File: src/rtl/tick_irq_unit_if.sv
// Configuration, tick and interrupt signals of tick_irq_unit.
// master: the CPU / timer side, slave: the tick_irq_unit itself.
interface tick_irq_unit_if #(
  parameter int unsigned COUNT_WIDTH = 16
);
  logic                   tick;
  logic                   cfg_we;
  logic [1:0]             cfg_addr;
  logic [COUNT_WIDTH-1:0] cfg_wdata;
  logic [COUNT_WIDTH-1:0] cfg_rdata;
  logic                   irq;
  logic                   irq_ack;
  logic                   overrun;

  modport master (
    output tick, cfg_we, cfg_addr, cfg_wdata, irq_ack,
    input  cfg_rdata, irq, overrun
  );

  modport slave (
    input  tick, cfg_we, cfg_addr, cfg_wdata, irq_ack,
    output cfg_rdata, irq, overrun
  );
endinterface

File: src/rtl/tick_irq_unit.sv
// Tick counter with programmable compare, saturating pending-event counter
// and level interrupt request with acknowledge handshake.
module tick_irq_unit #(
  parameter int unsigned COUNT_WIDTH   = 16,
  parameter int unsigned PENDING_WIDTH = 4
) (
  input  logic             clock,
  input  logic             reset,
  tick_irq_unit_if.slave   bus
);

  typedef enum logic [1:0] {
    ST_IDLE    = 2'd0,
    ST_ASSERT  = 2'd1,
    ST_RELEASE = 2'd2
  } state_t;

  localparam logic [1:0] ADDR_CTRL    = 2'd0;
  localparam logic [1:0] ADDR_COMPARE = 2'd1;
  localparam logic [1:0] ADDR_COUNT   = 2'd2;
  localparam logic [1:0] ADDR_PENDING = 2'd3;

  logic                     tick_q;
  logic [COUNT_WIDTH-1:0]   count_q,   count_d;
  logic [COUNT_WIDTH-1:0]   compare_q, compare_d;
  logic                     en_q,       en_d;
  logic                     periodic_q, periodic_d;
  logic [PENDING_WIDTH-1:0] pending_q,  pending_d;
  logic                     overrun_q,  overrun_d;
  logic                     irq_q,      irq_d;
  state_t                   state_q,    state_d;

  logic tick_edge;
  logic wr_ctrl;
  logic wr_compare;
  logic clr;
  logic evt;
  logic ack_dec;

  assign tick_edge  = bus.tick & ~tick_q;
  assign wr_ctrl    = bus.cfg_we && (bus.cfg_addr == ADDR_CTRL);
  assign wr_compare = bus.cfg_we && (bus.cfg_addr == ADDR_COMPARE);
  assign clr        = wr_ctrl && bus.cfg_wdata[2];
  // Ack only decrements a non-empty counter, so a CLR during ASSERT cannot underflow.
  assign ack_dec    = (state_q == ST_ASSERT) && bus.irq_ack && (pending_q != '0);

  // Tick counting, compare match and CTRL/COMPARE register writes.
  always_comb begin
    count_d    = count_q;
    compare_d  = compare_q;
    en_d       = en_q;
    periodic_d = periodic_q;
    evt        = 1'b0;
    if (wr_compare) begin
      // A COMPARE write restarts the count and swallows a coincident tick.
      compare_d = bus.cfg_wdata;
      count_d   = '0;
    end else if (tick_edge && en_q) begin
      if ((compare_q == '0) || (count_q >= compare_q - COUNT_WIDTH'(1))) begin
        count_d = '0;
        evt     = 1'b1;
        if (!periodic_q) begin
          en_d = 1'b0;
        end
      end else begin
        count_d = count_q + COUNT_WIDTH'(1);
      end
    end
    // The tick above saw the old CTRL; a CTRL write wins for the next state.
    if (wr_ctrl) begin
      en_d       = bus.cfg_wdata[0];
      periodic_d = bus.cfg_wdata[1];
    end
  end

  // Saturating pending counter and sticky overrun flag; CLR overrides all.
  always_comb begin
    pending_d = pending_q;
    overrun_d = overrun_q;
    if (clr) begin
      pending_d = '0;
      overrun_d = 1'b0;
    end else if (evt && !ack_dec) begin
      if (pending_q == '1) begin
        overrun_d = 1'b1;
      end else begin
        pending_d = pending_q + PENDING_WIDTH'(1);
      end
    end else if (ack_dec && !evt) begin
      pending_d = pending_q - PENDING_WIDTH'(1);
    end
  end

  // Interrupt handshake next state; irq is registered from the next state.
  always_comb begin
    state_d = state_q;
    unique case (state_q)
      ST_IDLE:    if (pending_q != '0) state_d = ST_ASSERT;
      ST_ASSERT:  if (bus.irq_ack)     state_d = ST_RELEASE;
      ST_RELEASE: if (!bus.irq_ack)    state_d = ST_IDLE;
      default:                         state_d = ST_IDLE;
    endcase
    irq_d = (state_d == ST_ASSERT);
  end

  // State registers with asynchronous active-high reset.
  always_ff @(posedge clock or posedge reset) begin
    if (reset) begin
      tick_q     <= 1'b0;
      count_q    <= '0;
      compare_q  <= '0;
      en_q       <= 1'b0;
      periodic_q <= 1'b0;
      pending_q  <= '0;
      overrun_q  <= 1'b0;
      irq_q      <= 1'b0;
      state_q    <= ST_IDLE;
    end else begin
      tick_q     <= bus.tick;
      count_q    <= count_d;
      compare_q  <= compare_d;
      en_q       <= en_d;
      periodic_q <= periodic_d;
      pending_q  <= pending_d;
      overrun_q  <= overrun_d;
      irq_q      <= irq_d;
      state_q    <= state_d;
    end
  end

  // Combinational register read mux.
  always_comb begin
    bus.cfg_rdata = '0;
    unique case (bus.cfg_addr)
      ADDR_CTRL:    bus.cfg_rdata = COUNT_WIDTH'({overrun_q, 1'b0, periodic_q, en_q});
      ADDR_COMPARE: bus.cfg_rdata = compare_q;
      ADDR_COUNT:   bus.cfg_rdata = count_q;
      ADDR_PENDING: bus.cfg_rdata = COUNT_WIDTH'(pending_q);
      default:      bus.cfg_rdata = '0;
    endcase
  end

  assign bus.irq     = irq_q;
  assign bus.overrun = overrun_q;

endmodule

File: src/flat_wrapper.sv
// flat-port wrapper written by rule: the top's interface ports become plain ports
module tick_irq_unit_flat 
#(
  parameter int unsigned COUNT_WIDTH   = 16,
  parameter int unsigned PENDING_WIDTH = 4
)
  (clock, reset, bus_tick, bus_cfg_we, bus_cfg_addr, bus_cfg_wdata, bus_irq_ack, bus_cfg_rdata, bus_irq, bus_overrun);
  tick_irq_unit_if #(.COUNT_WIDTH(COUNT_WIDTH)) bus_i ();
  input  logic clock;
  input  logic reset;
  input wire logic [$bits(bus_i.tick)-1:0] bus_tick;
  input wire logic [$bits(bus_i.cfg_we)-1:0] bus_cfg_we;
  input wire logic [$bits(bus_i.cfg_addr)-1:0] bus_cfg_addr;
  input wire logic [$bits(bus_i.cfg_wdata)-1:0] bus_cfg_wdata;
  input wire logic [$bits(bus_i.irq_ack)-1:0] bus_irq_ack;
  output wire logic [$bits(bus_i.cfg_rdata)-1:0] bus_cfg_rdata;
  output wire logic [$bits(bus_i.irq)-1:0] bus_irq;
  output wire logic [$bits(bus_i.overrun)-1:0] bus_overrun;
  assign bus_i.tick = bus_tick;
  assign bus_i.cfg_we = bus_cfg_we;
  assign bus_i.cfg_addr = bus_cfg_addr;
  assign bus_i.cfg_wdata = bus_cfg_wdata;
  assign bus_i.irq_ack = bus_irq_ack;
  assign bus_cfg_rdata = bus_i.cfg_rdata;
  assign bus_irq = bus_i.irq;
  assign bus_overrun = bus_i.overrun;
  tick_irq_unit #(.COUNT_WIDTH(COUNT_WIDTH), .PENDING_WIDTH(PENDING_WIDTH)) u_core (.clock(clock), .reset(reset), .bus(bus_i));
endmodule
File: config.mk
export PLATFORM = sky130hd
export DESIGN_NAME = tick_irq_unit_flat
export DESIGN_NICKNAME = d
export VERILOG_FILES = /design/src/rtl/tick_irq_unit_if.sv /design/src/rtl/tick_irq_unit.sv /design/src/flat_wrapper.sv
export SDC_FILE = /design/constraint.sdc
export NUM_CORES = 1
export LEC_CHECK = 0
export CORE_UTILIZATION = 55
export CTS_CLUSTER_SIZE = 40
export DETAILED_ROUTE_END_ITERATION = 10
export PLACE_DENSITY = 0.8
export SYNTH_ARGS = -nofsm -noshare
export SYNTH_HDL_FRONTEND = slang
export SYNTH_SLANG_ARGS = --single-unit
export TNS_END_PERCENT = 10
File: constraint.sdc
create_clock -name clock -period 4.45 [get_ports clock]
set_input_delay 0.89 -clock clock [delete_from_list [all_inputs] [get_ports clock]]
set_output_delay 0.89 -clock clock [all_outputs]
set_load 0.02 [all_outputs]
==> summary.md, run 1 <==
| Metric | Value |
|---|---|
| Run status | `completed` |
| H-tree depth | `2` |
| Seq pwr share | `42.4%` |
| Hpwl dp | `roughly 5200 µm` |
| Syn nets | `354` |
| Arrival @ worst endpoint | `4360 ps` |
| Top cells by count, synth | `dfrtp_1 (43), nand2_1 (31), ha_1 (22), nor2_1 (22), xnor2_1 (17)` |
| GPL Wtd Cong | `about 0.90` |
| Ys async rst share | `between 90% and 100%` |
| Setup violators final | `0` |
| Initial antenna violation count | `0` |
| Minimum clock period | `between 4000 and 5000 ps` |
| CTS root buffer | `clkbuf_8` |
| Crit Path Max Fanout | `7` |
| Largest net degree at the start of global routing | `23` |
| CP delay by family, top | `simple AND/OR/NAND/NOR gates` |
| Critical path's largest stage delay | `slightly below 500 ps` |
| PortBufs | `40` |
| Achievable frequency | `around 240 MHz` |
| Routed len/inst | `16.5 µm` |
| Top-level port count | `41` |
| Primary FF master, synth | `dfrtp_1` |
| Switching Power | `between 400 and 500 µW` |
| # clock sinks | `between 40 and 50` |
| Clk_lat worst skew | `290 ps` |
| Logic gate share of total power | `between 30 and 40%` |
| Synth Instances | `~310` |
| Core area | `5140 µm²` |
| Leading area contributor after synthesis | `dfrtp_1` |
| Cell row count | `26` |
| Die area | `around 5700 µm²` |
| # hold bufs at CTS | `0` |
| Worst Hold Class | `register to register` |
| Die Span X | `around 75 µm` |
| Sequential-to-total area share from yosys stat | `a little over a third` |
| Leak | `between 1 and 1.5 nW` |
| Buf/Inv on CP | `1` |
| Final period util | `between 90% and 100%` |
| Max Clock Skew | `2.99 ps` |
| Worst EP required | `between 4000 and 5000 ps` |
| Initial core utilization | `slightly below 60%` |
| CTS tree | `built` |
| Antenna cell count | `0` |
| P&R area growth vs syn | `20.9%` |
| Crit end category | `register` |
| Worst slew pin tran | `roughly 850 ps` |
| Avg Cell Area, Syn | `between 9 and 10 µm²` |
| Max Cap Viol | `0` |
| Post-synthesis cell type count | `between 40 and 50` |
| Post-synth EDFFs | `0` |
| First-pass GRT wire length | `between 10,000 and 15,000 µm` |
| Post-route cell area | `3580 µm²` |
| Area of placed instances | `between 3000 and 4000 µm²` |
| Largest cells by area after synthesis | `dfrtp_1 (36%), ha_1 (9.3%), mux2_2 (6.1%)` |
| Max-Slew Margin vs Limit | `between 40% and 50%` |
| Switching Share | `around 34%` |
| Vias/cell | `5.98` |
| Synth warn | `0` |
| Worst-path cell chain | `nor4_4, nand2b_1, or3_1, nor2_1, xnor2_1, ha_1, nand4_1, nor2_1, nand4_1, o311a_1, and2_4, nor2b_1, ha_1, inv_1, ha_1, a211o_1, a21boi_0, xnor2_1, nor2_1` |
| Setup Fix Bufs, Post-CTS | `0` |
| FILL cells | `400` |
| Endpoints failing hold | `0` |
| Via count of the first global-routing pass | `roughly 2,300` |
| Fin nets | `397` |
| Via count | `2,529` |
| Most numerous cell in the Yosys netlist | `dfrtp_1` |
| DRT antenna net count | `0` |
| Layout cell share with drive strength beyond 1 | `a little under an eighth` |
| Clock power frac | `a little under a quarter` |
| Total track usage | `26.2%` |
| TritonRoute pass-1 iters | `4` |
| Power Dens Cells | `roughly 370 nW/µm²` |
| Placed cell count | `415` |
| FF+latch count, synth | `43` |
| Final WL | `roughly 7000 µm` |
| Clk slew on worst S/H paths | `about 80 ps` |
| GR Overflow Total | `0` |
| Final instance count without filler cells | `between 400 and 500` |
| DR DRC count | `0` |
| WS Path Type | `register to register` |
| TritonCTS Buffers | `5` |
| Area fraction of the dominant cell type after synthesis | `between 30% and 40%` |
| CP max stage cell | `dfrtp_1` |
| Internal Pwr Total | `887 µW` |
| Clk buf depth | `2` |
| DR iter-0 viols | `around 190` |
| Setup tns final | `0 ps` |
| Peak supply drop | `just over 0.0003 V` |
| Max Slew Vio Count | `0` |
| Height of the die | `between 70 and 80 µm` |
| Mapped Area | `between 2000 and 3000 µm²` |
| Startpoint class of the critical path | `register` |
==> layer usage <==
layer	up-vias	global-route usage (%)	part of all wire, %
li1	1221	-	-
met1	1205	34.5	43
met2	86	42.5	49
met3	17	5.03	5.3
met4	0	11.3	2.4
met5	-	0	0
==> path summary, 6_finish.rpt <==
| kind | cells past startpoint | slack (ps) | end | from |
|---|---|---|---|---|
| worst min-delay path | 1 | 510 | u_core.bus.irq$_DFF_PP0_ | u_core.state_q[1]$_DFF_PP0_ |
| max in group asynchronous | 3 | 2570 | u_core.compare_q[9]$_DFFE_PP0P_ | reset |
| min in group asynchronous | 2 | 1060 | u_core.bus.irq$_DFF_PP0_ | reset |
| worst max-delay path | 19 | 270 | u_core.pending_q[3]$_DFFE_PP0P_ | u_core.compare_q[8]$_DFFE_PP0P_ |
| worst max register to register | 19 | 270 | u_core.pending_q[3]$_DFFE_PP0P_ | u_core.compare_q[8]$_DFFE_PP0P_ |
| worst min register to register | 1 | 510 | u_core.bus.irq$_DFF_PP0_ | u_core.state_q[1]$_DFF_PP0_ |
==> metrics by stage <==
stage                     hold WS [ps]  power, mW  utilization [%]  setup WS [ps]
after global routing               525       1.42             69.7         -0.114
after detailed placement           491       1.02             67.2            336
final                              506       1.34             69.7            271
after CTS                          503       1.34             69.4            301
after global placement             479       1.00             67.2            468
after floorplan                    463      0.866                -            696
==> flip-flops by register name, indices dropped and copies added, names as in the netlist <==
name,cells
u_core.periodic_q,1
u_core.state_q,2
u_core.compare_q,16
u_core.bus.irq,1
u_core.en_q,1
u_core.tick_q,1
u_core.pending_q,4
u_core.count_q,16
u_core.bus.overrun,1
==> area by class of cell <==
cell class	count	area, µm²	area share, %
Clock buffer	6	82.6	2.30
Clock inverter	2	35.0	0.977
Inverter	9	33.8	0.942
Multi-Input combinational cell	244	1800	50.2
Sequential cell	43	1080	30.1
Tap cell	70	87.6	2.44
Timing Repair Buffer	49	468	13.1
==> kinds of logic (layout without fill, tap and decap cells) <==
| logic type | count (synthesis) | in the layout | synth area share (%) |
|---|---|---|---|
| fa+ha+maj | 22 | 22 | 9.28 |
| xor+xnor | 22 | 22 | 6.50 |
| buf+inv | 22 | 66 | 3.46 |
| flops | 43 | 43 | 36.3 |
| mux | 23 | 23 | 9.70 |
| simple gates | 117 | 117 | 20.1 |
| compound gates | 60 | 60 | 14.6 |
==> what timing repair did <==
item | in CTS | in global routing
gates resized for setup | 0 | 3
setup endpoints to repair | 0 | 1
endpoints found under the hold margin | 0 | 0
==> cells in the final DEF, fill, tap and decap left out, types with 3 or more instances in the layout <==
cell type,instances
dfrtp_1,42
clkdlybuf4s50_1,40
nand2_1,31
nor2_1,22
ha_1,22
xnor2_1,17
mux2_2,16
a22o_1,13
and3_1,12
nand3_1,12
o21ai_0,11
nand4_1,10
inv_1,9
a21oi_1,9
buf_4,9
nor3_1,6
clkbuf_8,6
xor2_1,5
and2_1,4
nor2b_1,4
o211ai_1,4
o311ai_1,4
mux2i_1,4
nand2b_1,3
a21o_1,3
a211oi_1,3
o21ai_1,3
nor4_1,3
mux4_2,3
==> power groups by stage <==
stage	Clock [mW]	Sequential, mW	Combinational (mW)
finish	0.318	0.568	0.452
global route	0.340	0.578	0.506
CTS	0.323	0.563	0.453
detailed placement	0	0.570	0.449
global placement	0	0.567	0.433
floorplan	0	0.543	0.323
==> worst register-to-register path, stage by stage (launching register included) <==
cell and delay, ps:
dfrtp_1 490, nor4_4 340, nand2b_1 150, or3_1 360, nor2_1 140, xnor2_1 80
ha_1 300, nand4_1 110, nor2_1 170, nand4_1 110, o311a_1 150, and2_4 160
nor2b_1 180, ha_1 230, inv_1 70, ha_1 320, a211o_1 280, a21boi_0 230
xnor2_1 150, nor2_1 50
Power figures use the tool's default switching activity.
==> run 2, diff against run 1 <==
--- a/config.mk
+++ b/config.mk
@@ -5,6 +5,7 @@
 export SDC_FILE = /design/constraint.sdc
 export NUM_CORES = 1
 export LEC_CHECK = 0
+export ABC_CLOCK_PERIOD_IN_PS = 4450
 export CORE_UTILIZATION = 55
 export CTS_CLUSTER_SIZE = 40
 export DETAILED_ROUTE_END_ITERATION = 10
==> results of run 2 <==
The final DEF is identical to that of run 1; final timing and power are the same.
==> run 3, diff against run 2 <==
--- a/config.mk
+++ b/config.mk
@@ -5,7 +5,7 @@
 export SDC_FILE = /design/constraint.sdc
 export NUM_CORES = 1
 export LEC_CHECK = 0
-export ABC_CLOCK_PERIOD_IN_PS = 4450
+export ABC_CLOCK_PERIOD_IN_PS = 3850
 export CORE_UTILIZATION = 55
 export CTS_CLUSTER_SIZE = 40
 export DETAILED_ROUTE_END_ITERATION = 10
==> constraint.sdc (replaced) <==
create_clock -name clock -period 3.85 [get_ports clock]
set_input_delay 0.77 -clock clock [delete_from_list [all_inputs] [get_ports clock]]
set_output_delay 0.77 -clock clock [all_outputs]
set_load 0.02 [all_outputs]
==> summary.md, run 3 (same netlist as run 1, synthesis figures left out) <==
| Metric | Value |
|---|---|
| # hold bufs at CTS | `0 (unchanged)` |
| H-tree depth | `2 (unchanged)` |
| PortBufs | `40 (unchanged)` |
| WS Path Type | `register to register` |
| Die area | `5690 µm² (unchanged)` |
| CTS root buffer | `clkbuf_8` |
| Post-route cell area | `3880 µm² (+8.1%)` |
| # clock sinks | `43 (unchanged)` |
| GPL Wtd Cong | `0.889 (-0.83%)` |
| Crit end category | `register` |
| Largest net degree at the start of global routing | `29 (+26%)` |
| Vias/cell | `6.08 (+1.6%)` |
| TritonCTS Buffers | `5 (unchanged)` |
| FILL cells | `367 (-8.3%)` |
| Critical path's largest stage delay | `420 ps (-70 ps)` |
| Multi-input gate area | `1930 µm² (+7.2%)` |
| CP delay by family, top | `simple AND/OR/NAND/NOR gates` |
| Max Cap Viol | `0 (unchanged)` |
| Commonest non-fill, non-tap cell in the layout | `dfrtp_1` |
| Worst-path cell chain | `nor4_4, nand2b_1, or3_4, nor2_2, xnor2_1, ha_1, nand4_1, nor2_1, a211oi_2, o311a_1, and2_4, nor2b_4, ha_4, buf_6, xnor2_4, and3_4, o21ai_2, a21boi_2, xnor2_1, nor2_1` |
| Top-level port count | `41 (unchanged)` |
| Setup slack after layout | `101 ps (-170 ps)` |
| Routed len/inst | `17.8 µm (+7.7%)` |
| Run status | `completed` |
| Setup violators final | `0 (unchanged)` |
| Endpoints failing hold | `0 (unchanged)` |
| Fin nets | `420 (+5.8%)` |
| Total track usage | `27.7% (+1.4 points)` |
| Buf/Inv on CP | `1 (unchanged)` |
| Crit Path Max Fanout | `2 (-5)` |
| Core area | `5140 µm² (unchanged)` |
| Worst Hold Class | `register to register` |
| P&R area growth vs syn | `30.7%` |
| Achievable frequency | `267 MHz (+11%)` |
| Via count | `2,710 (+7.2%)` |
| Worst slew pin tran | `1070 ps (+224 ps)` |
| CP max stage cell | `dfrtp_1` |
| DR DRC count | `0 (unchanged)` |
| TritonRoute pass-1 iters | `5 (+1)` |
| Worst EP required | `4030 ps (-600 ps)` |
| Max-Slew Margin vs Limit | `28.7% (-15 points)` |
| Die Span X | `75.4 µm (unchanged)` |
| WHS Path Cells | `1 (unchanged)` |
| Arrival @ worst endpoint | `3930 ps (-430 ps)` |
| First-pass GRT wire length | `11,800 µm (+6.8%)` |
| Height of the die | `75.4 µm (unchanged)` |
| Cell row count | `26 (unchanged)` |
| Commonest cells after routing, fill and taps aside | `dfrtp_1 (43), clkdlybuf4s50_1 (40), nand2_1 (30), buf_4 (30)` |
| Final instance count without filler cells | `446 (+5.4%)` |
| CTS tree | `built` |
| Leak | `1.63 nW (+8.6%)` |
| Clk_lat worst skew | `290 ps (about the same)` |
| DR iter-0 viols | `225 (+20%)` |
| Peak supply drop | `0.000377 V (+23%)` |
| Final WL | `7920 µm (+14%)` |
| Via count of the first global-routing pass | `2,521 (+8.7%)` |
| Clk buf depth | `2 (unchanged)` |
| DRT antenna net count | `0 (unchanged)` |
| Pwr Total | `1.63 mW (+22%)` |
| Sequential cell area | `1080 µm² (-0.12%)` |
| RSZ-0062 raised after global routing | `true` |
| R2r worst-path depth | `20 (+1)` |
| Pre-CTS WS | `-158 ps (-495 ps)` |
| Max Slew Vio Count | `0 (unchanged)` |
| Initial antenna violation count | `0 (unchanged)` |
| Initial core utilization | `57.7% (unchanged)` |
| Minimum clock period | `3750 ps (-430 ps)` |
| Clk slew on worst S/H paths | `80 ps (about the same)` |
| Hpwl dp | `5490 µm (+5.7%)` |
| Crit path depth | `20 (+1)` |
| Area of placed instances | `3590 µm² (+3.9%)` |
| Final period util | `97.4% (+3.5 points)` |
| GR Overflow Total | `0 (unchanged)` |
| Worst hold margin | `524 ps (+18.1 ps)` |
| Antenna cell count | `0 (unchanged)` |
| Placed cell count | `433 (+4.3%)` |
| Power Dens Cells | `420 nW/µm² (+13%)` |
| Biggest regs | `u_core.compare_q x16, u_core.count_q x16, u_core.pending_q x4` |
| Layout cell share with drive strength beyond 1 | `22.6% (+11 points)` |
| Startpoint class of the critical path | `register` |
| Max Clock Skew | `6.15 ps (+3.16 ps)` |
run 3: changes by cell type in the layout (fill, tap and decap cells not counted), sizes merged:
cell	previous run	this run
bufinv	1	0
buf	9	32
clkinv	1	0
clkbuf	6	8
run 3: per-stage QoR:
step                      util (%)  TNS [ps]
after floorplan                  -         0
after global placement        69.8     -14.9
after detailed placement      69.8      -158
after CTS                     72.1         0
after global routing          75.4      -160
final                         75.4         0
run 3: timing repair:
| action | CTS | global route |
|---|---|---|
| setup buffers | 0 | 5 |
| pin swaps | 0 | 20 |
| endpoints found under the setup margin | 1 | 3 |
| gates resized for setup | 6 | 27 |
run 3: path summary, 6_finish.rpt:
kind	start	to	slack [ps]
max in group asynchronous	reset	u_core.count_q[5]$_DFFE_PP0P_	1990
worst max register to register	u_core.compare_q[10]$_DFFE_PP0P_	u_core.pending_q[3]$_DFFE_PP0P_	100
worst min register to register	u_core.state_q[1]$_DFF_PP0_	u_core.bus.irq$_DFF_PP0_	520
worst max-delay path	u_core.compare_q[10]$_DFFE_PP0P_	u_core.pending_q[3]$_DFFE_PP0P_	100
min in group asynchronous	reset	u_core.compare_q[5]$_DFFE_PP0P_	1040
worst min-delay path	u_core.state_q[1]$_DFF_PP0_	u_core.bus.irq$_DFF_PP0_	520
run 3: final cells by class:
type                       instances  share of cell area [%]
inverter                           9                   0.872
multi-input combinational        244                    49.8
timing repair buffer              72                    16.7
clock buffer                       8                    2.58
sequential                        43                    27.8
tap                               70                    2.26
run 3: metal layers:
| layer | vias up | global-route usage (%) | routed length, µm |
|---|---|---|---|
| li1 | 1267 | - | - |
| met2 | 105 | 48.6 | 4070 |
| met1 | 1312 | 34.7 | 3220 |
| met5 | - | 0 | 0 |
| met3 | 26 | 3.57 | 401 |
| met4 | 0 | 10.9 | 226 |
run 3: report_power, final:
part / internal, mW / switching [mW]
Combinational: 0.358 / 0.299
Clock: 0.164 / 0.154
Sequential: 0.533 / 0.122
Total: 1.05 / 0.575
